===== config.mk =====
export PLATFORM = sky130hd
export DESIGN_NAME = sd_cmd_phys_flat
export DESIGN_NICKNAME = d
export VERILOG_FILES = /design/src/rtl/sd_cmd_phys_if.sv /design/src/rtl/sd_cmd_phys.sv /design/src/flat_wrapper.sv
export SDC_FILE = /design/constraint.sdc
export NUM_CORES = 1
export LEC_CHECK = 0
export CORE_MARGIN = 10
export CORE_UTILIZATION = 35
export CTS_CLUSTER_DIAMETER = 50
export DETAILED_ROUTE_END_ITERATION = 8
export GPL_TIMING_DRIVEN = 0
export HOLD_SLACK_MARGIN = 0.08
export PLACE_DENSITY_LB_ADDON = 0.08
export SYNTH_ARGS = -nofsm -noshare
export SYNTH_HDL_FRONTEND = slang
export SYNTH_SLANG_ARGS = --single-unit

===== constraint.sdc =====
create_clock -name clock -period 11 [get_ports clock]
set_clock_uncertainty 0.15 [all_clocks]
set_input_delay 2.2 -clock clock [delete_from_list [all_inputs] [get_ports clock]]
set_output_delay 2.2 -clock clock [all_outputs]
set_load 0.005 [all_outputs]

===== src/rtl/sd_cmd_phys_if.sv =====
// Signal bundle between the SD CMD internal controller / card line and the
// CMD-line physical layer. The phy uses the slave view.
interface sd_cmd_phys_if;
    logic         send_strobe;
    logic [5:0]   cmd_index;
    logic [31:0]  cmd_argument;
    logic         response_expected;
    logic         response_long;
    logic         timeout_enable;
    logic         ack_out;
    logic         cmd_pin_in;
    logic         cmd_out;
    logic         cmd_oe;
    logic [127:0] response;
    logic         strobe_out;
    logic         time_out;
    logic         crc_error;
    logic         busy;

    modport master (
        output send_strobe, cmd_index, cmd_argument, response_expected,
               response_long, timeout_enable, ack_out, cmd_pin_in,
        input  cmd_out, cmd_oe, response, strobe_out, time_out, crc_error, busy
    );

    modport slave (
        input  send_strobe, cmd_index, cmd_argument, response_expected,
               response_long, timeout_enable, ack_out, cmd_pin_in,
        output cmd_out, cmd_oe, response, strobe_out, time_out, crc_error, busy
    );
endinterface


===== src/rtl/sd_cmd_phys.sv =====
// SD CMD-line physical layer: serializes a 48-bit command with CRC7 and
// captures the card's 48/136-bit response, reporting via strobe/ack.
module sd_cmd_phys #(
    parameter int RESP_TIMEOUT = 64
) (
    input  logic          clock,
    input  logic          reset,
    sd_cmd_phys_if.slave  bus
);

    localparam int WAIT_W = $clog2(RESP_TIMEOUT);

    typedef enum logic [2:0] {
        ST_IDLE      = 3'd0,
        ST_SEND      = 3'd1,
        ST_WAIT_RESP = 3'd2,
        ST_RECEIVE   = 3'd3,
        ST_DONE      = 3'd4
    } state_t;

    // Serial CRC7 (x^7 + x^3 + 1), one bit per call.
    function automatic logic [6:0] crc7_step(input logic [6:0] crc, input logic din);
        logic fb;
        fb = crc[6] ^ din;
        return {crc[5:0], 1'b0} ^ (fb ? 7'h09 : 7'h00);
    endfunction

    state_t              state_r, state_s;
    logic                cmd_out_r, cmd_out_s;
    logic                cmd_oe_r, cmd_oe_s;
    logic                busy_r, busy_s;
    logic                strobe_r, strobe_s;
    logic                time_out_r, time_out_s;
    logic                crc_error_r, crc_error_s;
    logic [127:0]        response_r, response_s;
    logic [39:0]         tx_r, tx_s;
    logic [127:0]        rx_r, rx_s;
    logic [6:0]          crc_r, crc_s;
    logic [7:0]          bit_cnt_r, bit_cnt_s;
    logic [WAIT_W-1:0]   wait_cnt_r, wait_cnt_s;
    logic                resp_exp_r, resp_exp_s;
    logic                resp_long_r, resp_long_s;
    logic                to_en_r, to_en_s;
    logic [39:0]         frame_s;
    logic [127:0]        rx_shift_s;
    logic [7:0]          last_bit_s;

    // Next-state and next-register computation for the whole datapath.
    always_comb begin
        state_s     = state_r;
        cmd_out_s   = cmd_out_r;
        cmd_oe_s    = cmd_oe_r;
        strobe_s    = strobe_r;
        time_out_s  = time_out_r;
        crc_error_s = crc_error_r;
        response_s  = response_r;
        tx_s        = tx_r;
        rx_s        = rx_r;
        crc_s       = crc_r;
        bit_cnt_s   = bit_cnt_r;
        wait_cnt_s  = wait_cnt_r;
        resp_exp_s  = resp_exp_r;
        resp_long_s = resp_long_r;
        to_en_s     = to_en_r;
        frame_s     = {1'b0, 1'b1, bus.cmd_index, bus.cmd_argument};
        rx_shift_s  = {rx_r[126:0], bus.cmd_pin_in};
        last_bit_s  = resp_long_r ? 8'd135 : 8'd47;

        case (state_r)
            ST_IDLE: begin
                cmd_oe_s  = 1'b0;
                cmd_out_s = 1'b1;
                if (bus.send_strobe) begin
                    // Start bit goes out in the very next cycle, so it is
                    // registered here and the rest of the header is queued.
                    state_s     = ST_SEND;
                    cmd_oe_s    = 1'b1;
                    cmd_out_s   = frame_s[39];
                    tx_s        = {frame_s[38:0], 1'b0};
                    crc_s       = crc7_step(7'd0, frame_s[39]);
                    bit_cnt_s   = 8'd1;
                    wait_cnt_s  = '0;
                    resp_exp_s  = bus.response_expected;
                    resp_long_s = bus.response_long;
                    to_en_s     = bus.timeout_enable;
                    time_out_s  = 1'b0;
                    crc_error_s = 1'b0;
                    response_s  = '0;
                    rx_s        = '0;
                end else begin
                    state_s = ST_IDLE;
                end
            end

            ST_SEND: begin
                if (bit_cnt_r < 8'd40) begin
                    cmd_out_s = tx_r[39];
                    tx_s      = {tx_r[38:0], 1'b0};
                    crc_s     = crc7_step(crc_r, tx_r[39]);
                    bit_cnt_s = bit_cnt_r + 8'd1;
                end else if (bit_cnt_r < 8'd47) begin
                    cmd_out_s = crc_r[6];
                    crc_s     = {crc_r[5:0], 1'b0};
                    bit_cnt_s = bit_cnt_r + 8'd1;
                end else if (bit_cnt_r == 8'd47) begin
                    cmd_out_s = 1'b1;
                    bit_cnt_s = bit_cnt_r + 8'd1;
                end else begin
                    cmd_oe_s  = 1'b0;
                    cmd_out_s = 1'b1;
                    if (resp_exp_r) begin
                        state_s    = ST_WAIT_RESP;
                        wait_cnt_s = '0;
                    end else begin
                        state_s  = ST_DONE;
                        strobe_s = 1'b1;
                    end
                end
            end

            ST_WAIT_RESP: begin
                cmd_oe_s  = 1'b0;
                cmd_out_s = 1'b1;
                if (!bus.cmd_pin_in) begin
                    // The start bit is received bit 0 and feeds the CRC.
                    state_s   = ST_RECEIVE;
                    rx_s      = rx_shift_s;
                    crc_s     = crc7_step(7'd0, 1'b0);
                    bit_cnt_s = 8'd1;
                end else if (to_en_r && (wait_cnt_r == WAIT_W'(RESP_TIMEOUT - 1))) begin
                    state_s    = ST_DONE;
                    time_out_s = 1'b1;
                    strobe_s   = 1'b1;
                end else begin
                    wait_cnt_s = wait_cnt_r + WAIT_W'(1);
                end
            end

            ST_RECEIVE: begin
                rx_s = rx_shift_s;
                if (bit_cnt_r < 8'd40) begin
                    crc_s = crc7_step(crc_r, bus.cmd_pin_in);
                end else begin
                    crc_s = crc_r;
                end
                if (bit_cnt_r == last_bit_s) begin
                    state_s  = ST_DONE;
                    strobe_s = 1'b1;
                    if (resp_long_r) begin
                        response_s  = rx_shift_s;
                        crc_error_s = 1'b0;
                    end else begin
                        response_s  = {90'd0, rx_shift_s[45:8]};
                        crc_error_s = (rx_shift_s[7:1] != crc_r) | ~rx_shift_s[0];
                    end
                end else begin
                    bit_cnt_s = bit_cnt_r + 8'd1;
                end
            end

            ST_DONE: begin
                cmd_oe_s  = 1'b0;
                cmd_out_s = 1'b1;
                if (bus.ack_out) begin
                    state_s  = ST_IDLE;
                    strobe_s = 1'b0;
                end else begin
                    strobe_s = 1'b1;
                end
            end

            default: begin
                state_s   = ST_IDLE;
                cmd_oe_s  = 1'b0;
                cmd_out_s = 1'b1;
                strobe_s  = 1'b0;
            end
        endcase

        busy_s = (state_s != ST_IDLE);
    end

    // State and datapath registers with asynchronous reset.
    always_ff @(posedge clock or posedge reset) begin
        if (reset) begin
            state_r     <= ST_IDLE;
            cmd_out_r   <= 1'b1;
            cmd_oe_r    <= 1'b0;
            busy_r      <= 1'b0;
            strobe_r    <= 1'b0;
            time_out_r  <= 1'b0;
            crc_error_r <= 1'b0;
            response_r  <= '0;
            tx_r        <= '0;
            rx_r        <= '0;
            crc_r       <= 7'd0;
            bit_cnt_r   <= 8'd0;
            wait_cnt_r  <= '0;
            resp_exp_r  <= 1'b0;
            resp_long_r <= 1'b0;
            to_en_r     <= 1'b0;
        end else begin
            state_r     <= state_s;
            cmd_out_r   <= cmd_out_s;
            cmd_oe_r    <= cmd_oe_s;
            busy_r      <= busy_s;
            strobe_r    <= strobe_s;
            time_out_r  <= time_out_s;
            crc_error_r <= crc_error_s;
            response_r  <= response_s;
            tx_r        <= tx_s;
            rx_r        <= rx_s;
            crc_r       <= crc_s;
            bit_cnt_r   <= bit_cnt_s;
            wait_cnt_r  <= wait_cnt_s;
            resp_exp_r  <= resp_exp_s;
            resp_long_r <= resp_long_s;
            to_en_r     <= to_en_s;
        end
    end

    assign bus.cmd_out    = cmd_out_r;
    assign bus.cmd_oe     = cmd_oe_r;
    assign bus.busy       = busy_r;
    assign bus.strobe_out = strobe_r;
    assign bus.time_out   = time_out_r;
    assign bus.crc_error  = crc_error_r;
    assign bus.response   = response_r;

endmodule


===== src/flat_wrapper.sv =====
// flat-port wrapper written by rule: the top's interface ports become plain ports
module sd_cmd_phys_flat 
#(
    parameter int RESP_TIMEOUT = 64
)
  (clock, reset, bus_send_strobe, bus_cmd_index, bus_cmd_argument, bus_response_expected, bus_response_long, bus_timeout_enable, bus_ack_out, bus_cmd_pin_in, bus_cmd_out, bus_cmd_oe, bus_response, bus_strobe_out, bus_time_out, bus_crc_error, bus_busy);
  sd_cmd_phys_if bus_i ();
  input  logic clock;
  input  logic reset;
  input wire logic [$bits(bus_i.send_strobe)-1:0] bus_send_strobe;
  input wire logic [$bits(bus_i.cmd_index)-1:0] bus_cmd_index;
  input wire logic [$bits(bus_i.cmd_argument)-1:0] bus_cmd_argument;
  input wire logic [$bits(bus_i.response_expected)-1:0] bus_response_expected;
  input wire logic [$bits(bus_i.response_long)-1:0] bus_response_long;
  input wire logic [$bits(bus_i.timeout_enable)-1:0] bus_timeout_enable;
  input wire logic [$bits(bus_i.ack_out)-1:0] bus_ack_out;
  input wire logic [$bits(bus_i.cmd_pin_in)-1:0] bus_cmd_pin_in;
  output wire logic [$bits(bus_i.cmd_out)-1:0] bus_cmd_out;
  output wire logic [$bits(bus_i.cmd_oe)-1:0] bus_cmd_oe;
  output wire logic [$bits(bus_i.response)-1:0] bus_response;
  output wire logic [$bits(bus_i.strobe_out)-1:0] bus_strobe_out;
  output wire logic [$bits(bus_i.time_out)-1:0] bus_time_out;
  output wire logic [$bits(bus_i.crc_error)-1:0] bus_crc_error;
  output wire logic [$bits(bus_i.busy)-1:0] bus_busy;
  assign bus_i.send_strobe = bus_send_strobe;
  assign bus_i.cmd_index = bus_cmd_index;
  assign bus_i.cmd_argument = bus_cmd_argument;
  assign bus_i.response_expected = bus_response_expected;
  assign bus_i.response_long = bus_response_long;
  assign bus_i.timeout_enable = bus_timeout_enable;
  assign bus_i.ack_out = bus_ack_out;
  assign bus_i.cmd_pin_in = bus_cmd_pin_in;
  assign bus_cmd_out = bus_i.cmd_out;
  assign bus_cmd_oe = bus_i.cmd_oe;
  assign bus_response = bus_i.response;
  assign bus_strobe_out = bus_i.strobe_out;
  assign bus_time_out = bus_i.time_out;
  assign bus_crc_error = bus_i.crc_error;
  assign bus_busy = bus_i.busy;
  sd_cmd_phys #(.RESP_TIMEOUT(RESP_TIMEOUT)) u_core (.clock(clock), .reset(reset), .bus(bus_i));
endmodule

==> impl_metrics.yaml, run 1 <==
status:
  outcome: "completed"
flow_run:
  cap_violations: 0
critical_path:
  worstReg2RegEnd: "u_core.bus.response[24]"
  crit_arrival_ns: 4.76
  ff2ff_path_depth: 7
  endpoint: "u_core.bus.response[24]"
  worst-path-max-fanout: 10
  r2r_setup_slack_ns: 8.33
  r2r-start: "u_core.state_r[2]"
  path_class: "in2reg"
  critPathRequiredTime_ns: 11.33
  endpoint_kind: "flop"
  cp-startpoint: "bus_send_strobe"
  start_kind: "primary input"
clocking:
  postCtsResizedCells: 0
  clock_sinks: 327
  cts_buffers: 43
  clockRootBuffer: "clkbuf_16"
  cts.clk_slew.worst_paths_ns: 0.06
  clock_path_buffers: 3
  clock_latency_ns: 0.56
  cts_hold_buffers: 0
  cts_tree: "done"
  cts_setup_buffers: 0
  cts-htree-levels: 2
global_routing:
  gr-total-overflow: 0
  grt_pass1_wl_um: 67250
  grt_pass1_vias: 11830
  grt_start_max_net_pins: 41
  antenna_found_initial: 0
  grt_usage_pct: 16.33
drt:
  wire_per_inst_um: 17.86
  postRouteAntennaNets: 0
  wl_um: 41540
  drtPass1Iterations: 4
  drc: 0
  vias_per_cell: 5.005
  vias: 11640
  drt_iter0_drc: 820
sta:
  tns_ns: 0
  relSlewSlack_pct: 31.52
  min_period_ns: 4.429
  clock.fmax_mhz: 225.8
  setup_viol: 0
  finalHoldViolations: 0
  period_share_pct: 40.27
  drv_slew: 0
  worstMarginPinSlew_ns: 1.027
  rsz0062_at_grt: "false"
  hold_ws_ns: 0.3258
logic_synthesis:
  yosysTopAreaCell: "dfrtp_1"
  yosys-top-cells-count: "408 x nand2_1, 326 x dfrtp_1, 183 x o21ai_0"
  yosysTopAreaCellShare_pct: 54.68
  ys_ff_latch: 327
  synth_top_flop_cell: "dfrtp_1"
  synth.net_count: 1569
  yosys_warnings: 0
  avgSynthCellArea_um2: 9.808
  async_flop_share_pct: 100.0
  synth_area_um2: 14920
  ys_types: 66
  ys_seq_area_share_pct: 54.86
  synth_edf_count: 0
  synthCells: 1521
  synth.most_common_cell: "nand2_1"
  synth_area_leaders: "dfrtp_1 55%, nand2_1 10%, o21ai_0 6.1%, mux2i_1 5.9%, o21ai_2 4.7%"
placed_design:
  globalplace.congestion: 0.8032
  placed_cells: 2248
  post_dp_cell_area_um2: 17590
  io_buffers: 178
  dp_hpwl_um: 29740
power_and_ir_drop:
  p_leak_nw: 8.128
  irDropWorstVdd_mv: 0.1276
  p_per_area_nw_per_um2: 247.3
floorplanning:
  coreArea_um2: 42040
  row_count: 75
  pin_count: 180
  die_x_um: 226.5
  fp.dieH_um: 226.5
  initial_core_util_pct: 35.49
  die_area_um2: 51280
finish:
  stdcell_count: 2325
  area_growth_pct: 28.34
  final_nets: 1802
  fin_area_um2: 19150
  diodes: 0
  drive_gt1_share_pct: 14.89
  utilization_pct: 45.54
hold_path:
  hp-class: "reg2reg"
==> cells in the final DEF (no fill, tap or decap), types with 12 or more instances in the layout <==
cell             synthesis  layout
buf_12                   9      17
buf_2                   49      49
clkbuf_1                38      43
clkbuf_16                0      43
clkbuf_8                 0      12
clkdlybuf4s50_1          0     178
dfrtp_1                326     326
inv_1                   19      18
mux2i_1                 88      88
nand2_1                408     408
nand3_1                138     138
o21ai_0                183     183
o21ai_1                 43      43
o21ai_2                 80      80
==> cell families (layout without fill, tap and decap cells) <==
group / count (synthesis) / after routing / synth area share, %
fa+ha+maj: 2 / 2 / 0.1677
buf+inv: 140 / 405 / 5.653
compound gates: 348 / 348 / 14.88
xor+xnor: 9 / 9 / 0.5284
mux: 90 / 90 / 6.055
flops: 327 / 327 / 54.86
simple gates: 605 / 605 / 17.86
==> layer usage <==
metal,share of wire [%],vias up,GRT usage (%)
li1,-,5678,-
met1,47,5701,22.48
met2,46,205,25.72
met3,5.0,53,3.592
met4,1.6,0,3.722
met5,0,-,0
==> power breakdown <==
| part | internal [W] | leakage [nW] | switching (W) | total, W |
|---|---|---|---|---|
| Combinational | 0.000711 | 2.96 | 0.000878 | 0.00159 |
| Clock | 0.000967 | 0.760 | 0.000550 | 0.00152 |
| Sequential | 0.00146 | 4.41 | 0.000165 | 0.00163 |
==> stage by stage <==
step	setup slack [ns]	power (W)
detailed placement	5.965	0.003272
floorplan	4.286	0.002592
global route	6.397	0.005036
global placement	1.597	0.003243
finish	6.571	0.004734
CTS	6.558	0.004816
==> flip-flops by register name, summed over array words and instances (netlist names), 3 cells and up <==
register / cells
u_core.rx_r: 127
u_core.tx_r: 39
u_core.bit_cnt_r: 8
u_core.wait_cnt_r: 6
u_core.crc_r: 7
u_core.state_r: 3
u_core.bus.response: 128
==> how the worst min path moves through the flow <==
stage                                start                to  slack (ns)  cells past startpoint
after floorplan           u_core.rx_r[126]  u_core.rx_r[126]        0.30                      2
after global placement     u_core.tx_r[32]   u_core.tx_r[32]        0.31                      2
after detailed placement   u_core.tx_r[37]   u_core.tx_r[37]        0.32                      2
after CTS                  u_core.tx_r[37]   u_core.tx_r[37]        0.33                      2
after global routing       u_core.tx_r[28]   u_core.tx_r[28]        0.35                      2
final                      u_core.tx_r[37]   u_core.tx_r[37]        0.33                      2
==> layout make-up <==
type / count / area, um^2
plain buffers: 121 / 772.0
clock buffers: 60 / 1260
clock inverters: 17 / 292.8
fillers: 4100 / 22890
inverters: 19 / 75.07
multi-input cells: 1054 / 5891
flip-flops and latches: 327 / 8184
well taps: 539 / 674.4
repair buffers: 188 / 1997
==> critical path, cell delays in order <==
cell and delay [ns]:
clkdlybuf4s50_1 0.53, nor2b_2 0.26, nand2_1 0.29, clkbuf_1 0.81, buf_1 0.44, nand3_1 0.13
o21ai_0 0.09
(Power assumes the default switching activity.)
==> run 2: changes to the inputs <==
==> constraint.sdc (replaced) <==
create_clock -name clock -period 3.8 [get_ports clock]
set_clock_uncertainty 0.15 [all_clocks]
set_input_delay 0.76 -clock clock [delete_from_list [all_inputs] [get_ports clock]]
set_output_delay 0.76 -clock clock [all_outputs]
set_load 0.005 [all_outputs]
==> results of run 2 <==
The final DEF is identical to that of run 1. Status: completed.
Among the figures that moved: setup slack after placement 5.965 ns -> 0.2047 ns; setup slack after layout 6.571 ns -> 0.8106 ns; register-to-register setup slack 8.33 ns -> 1.13 ns; total power 0.004734 W -> 0.01370 W; worst IR drop on VDD 0.1276 mV -> 0.3692 mV
==> run 3: changes to the inputs <==
==> constraint.sdc (replaced) <==
create_clock -name clock -period 2.9 [get_ports clock]
set_clock_uncertainty 0.15 [all_clocks]
set_input_delay 0.58 -clock clock [delete_from_list [all_inputs] [get_ports clock]]
set_output_delay 0.58 -clock clock [all_outputs]
set_load 0.005 [all_outputs]
==> impl_metrics.yaml, run 3 (synthesis results as in run 1) <==
status:
  outcome: "completed"
critical_path:
  endpoint: "u_core.bus.response[24]"
  r2r_setup_slack_ns: 0.35
  path_depth: 7
  crit_arrival_ns: 2.86
  critPathTopFamily: "buffers and inverters"
  endpoint_kind: "flop"
  worstReg2RegEnd: "u_core.rx_r[10]"
  start_kind: "primary input"
  worst-path-buf-inv: 3
  ff2ff_path_depth: 7
  crit_chain: "clkdlybuf4s50_1 > nor2b_2 > nand2_1 > clkbuf_2 > buf_1 > nand3_1 > o21ai_0"
  path_class: "in2reg"
  r2r-start: "u_core.state_r[1]"
  worst_path_max_delay_cell: "clkdlybuf4s50_1"
  cp-startpoint: "bus_send_strobe"
  worst-path-max-fanout: 10
  cp_slowest_stage_delay_ns: 0.60
  critPathRequiredTime_ns: 3.17
drt:
  drtPass1Iterations: 4
  vias_per_cell: 5.002
  drc: 0
  drt_iter0_drc: 817
  wire_per_inst_um: 17.86
  postRouteAntennaNets: 0
  wl_um: 41540
  vias: 11630
global_routing:
  antenna_found_initial: 0
  gr-total-overflow: 0
  grt_start_max_net_pins: 41
  grt_pass1_wl_um: 67250
  grt_pass1_vias: 11830
  grt_usage_pct: 16.33
power_and_ir_drop:
  internal_power_w: 0.01192
  p_comb_share_pct: 33.6
  irDropWorstVdd_mv: 0.4838
  swShare_pct: 33.64
  clkPwrFrac_pct: 32.0
  p_per_area_nw_per_um2: 937.8
  seq_power_share_pct: 34.4
  switchingPower_w: 0.006040
  p_leak_nw: 8.131
floorplanning:
  fp.dieH_um: 226.5
  die_area_um2: 51280
  coreArea_um2: 42040
  die_x_um: 226.5
  initial_core_util_pct: 35.49
  row_count: 75
  pin_count: 180
placed_design:
  dp_hpwl_um: 29740
  globalplace.congestion: 0.8032
  placed_cells: 2248
  io_buffers: 178
sta:
  min_period_ns: 2.590
  tns_ns: 0
  rsz0062_at_grt: "false"
  setup_viol: 0
  worstMarginPinSlew_ns: 0.8762
  period_share_pct: 89.32
  clock.fmax_mhz: 386.1
  relSlewSlack_pct: 41.46
  drv_slew: 0
  finalHoldViolations: 0
clocking:
  cts_hold_buffers: 0
  cts_tree: "done"
  postCtsResizedCells: 0
  cts_setup_buffers: 0
  clock_latency_ns: 0.56
  clockRootBuffer: "clkbuf_16"
  clock_path_buffers: 3
  cts.clk_slew.worst_paths_ns: 0.06
  cts-htree-levels: 2
  cts_buffers: 43
  clock_sinks: 327
hold_path:
  hp-class: "reg2reg"
finish:
  multi_input_area_um2: 5891
  fillerInstances: 4100
  largest_reg_flops: 128
  stdcell_count: 2325
  seq_area_um2: 8184
  diodes: 0
  area_growth_pct: 28.35
  final_nets: 1802
  mostFrequentLayoutCell: "nand2_1"
  most-common-layout-cells: "408 x nand2_1, 326 x dfrtp_1, 183 x o21ai_0"
  drive_gt1_share_pct: 14.95
flow_run:
  cap_violations: 0
## run 3: power groups by stage
stage,Combinational (W),Clock [W],Sequential [W]
after floorplan,0.00368,0,0.00615
after global placement,0.00605,0,0.00625
after detailed placement,0.00615,0,0.00626
after CTS,0.00616,0.00592,0.00619
after global routing,0.00670,0.00610,0.00630
final,0.00603,0.00575,0.00618
## run 3: per-stage QoR
stage / setup WS, ns / instance area, um^2 / power (W) / utilization [%] / hold slack, ns
5_1_grt: 0.1407 / 19150 / 0.01910 / 45.54 / 0.3541
2_1_floorplan: -2.194 / 14920 / 0.009833 / - / 0.2985
4_1_cts: 0.07817 / 19150 / 0.01827 / 45.54 / 0.3081
6_report: 0.3097 / 19150 / 0.01796 / 45.54 / 0.3258
3_5_place_dp: -0.5153 / 17590 / 0.01241 / 41.85 / 0.3199
3_3_place_gp: -4.883 / 17380 / 0.01230 / 41.34 / 0.3109
## run 3: worst min path at each step
| stage | from | endpoint | depth (start not counted) |
|---|---|---|---|
| after floorplan | u_core.rx_r[126] | u_core.rx_r[126] | 2 |
| after global placement | u_core.tx_r[32] | u_core.tx_r[32] | 2 |
| after detailed placement | u_core.tx_r[37] | u_core.tx_r[37] | 2 |
| after CTS | bus_cmd_pin_in | u_core.bus.response[0] | 3 |
| after global routing | u_core.tx_r[28] | u_core.tx_r[28] | 2 |
| final | u_core.tx_r[37] | u_core.tx_r[37] | 2 |
## run 3: worst reg2reg max path, cell delays in order, from the launching register on
cell and delay, ns:
dfrtp_1 0.32, buf_4 0.18, buf_4 0.19, nor2b_1 0.49, buf_2 0.44, clkbuf_1 0.44, nand2_1 0.13, o21ai_1 0.14
## run 3: metal layers
metal	vias up	part of all wire, %	wire (um)	track usage (%)
li1	5679	-	-	-
met1	5690	47	19570	22.48
met2	207	46	19220	25.72
met3	53	5.0	2089	3.592
met4	0	1.6	656	3.722
met5	-	0	0	0
## run 3: cell type report
class	count	area share [%]
Tap cell	539	3.522
Multi-Input combinational cell	1054	30.77
Sequential cell	327	42.74
Buffer	121	4.038
Clock buffer	60	6.580
Timing Repair Buffer	188	10.43
Clock inverter	17	1.529
Inverter	19	0.3921
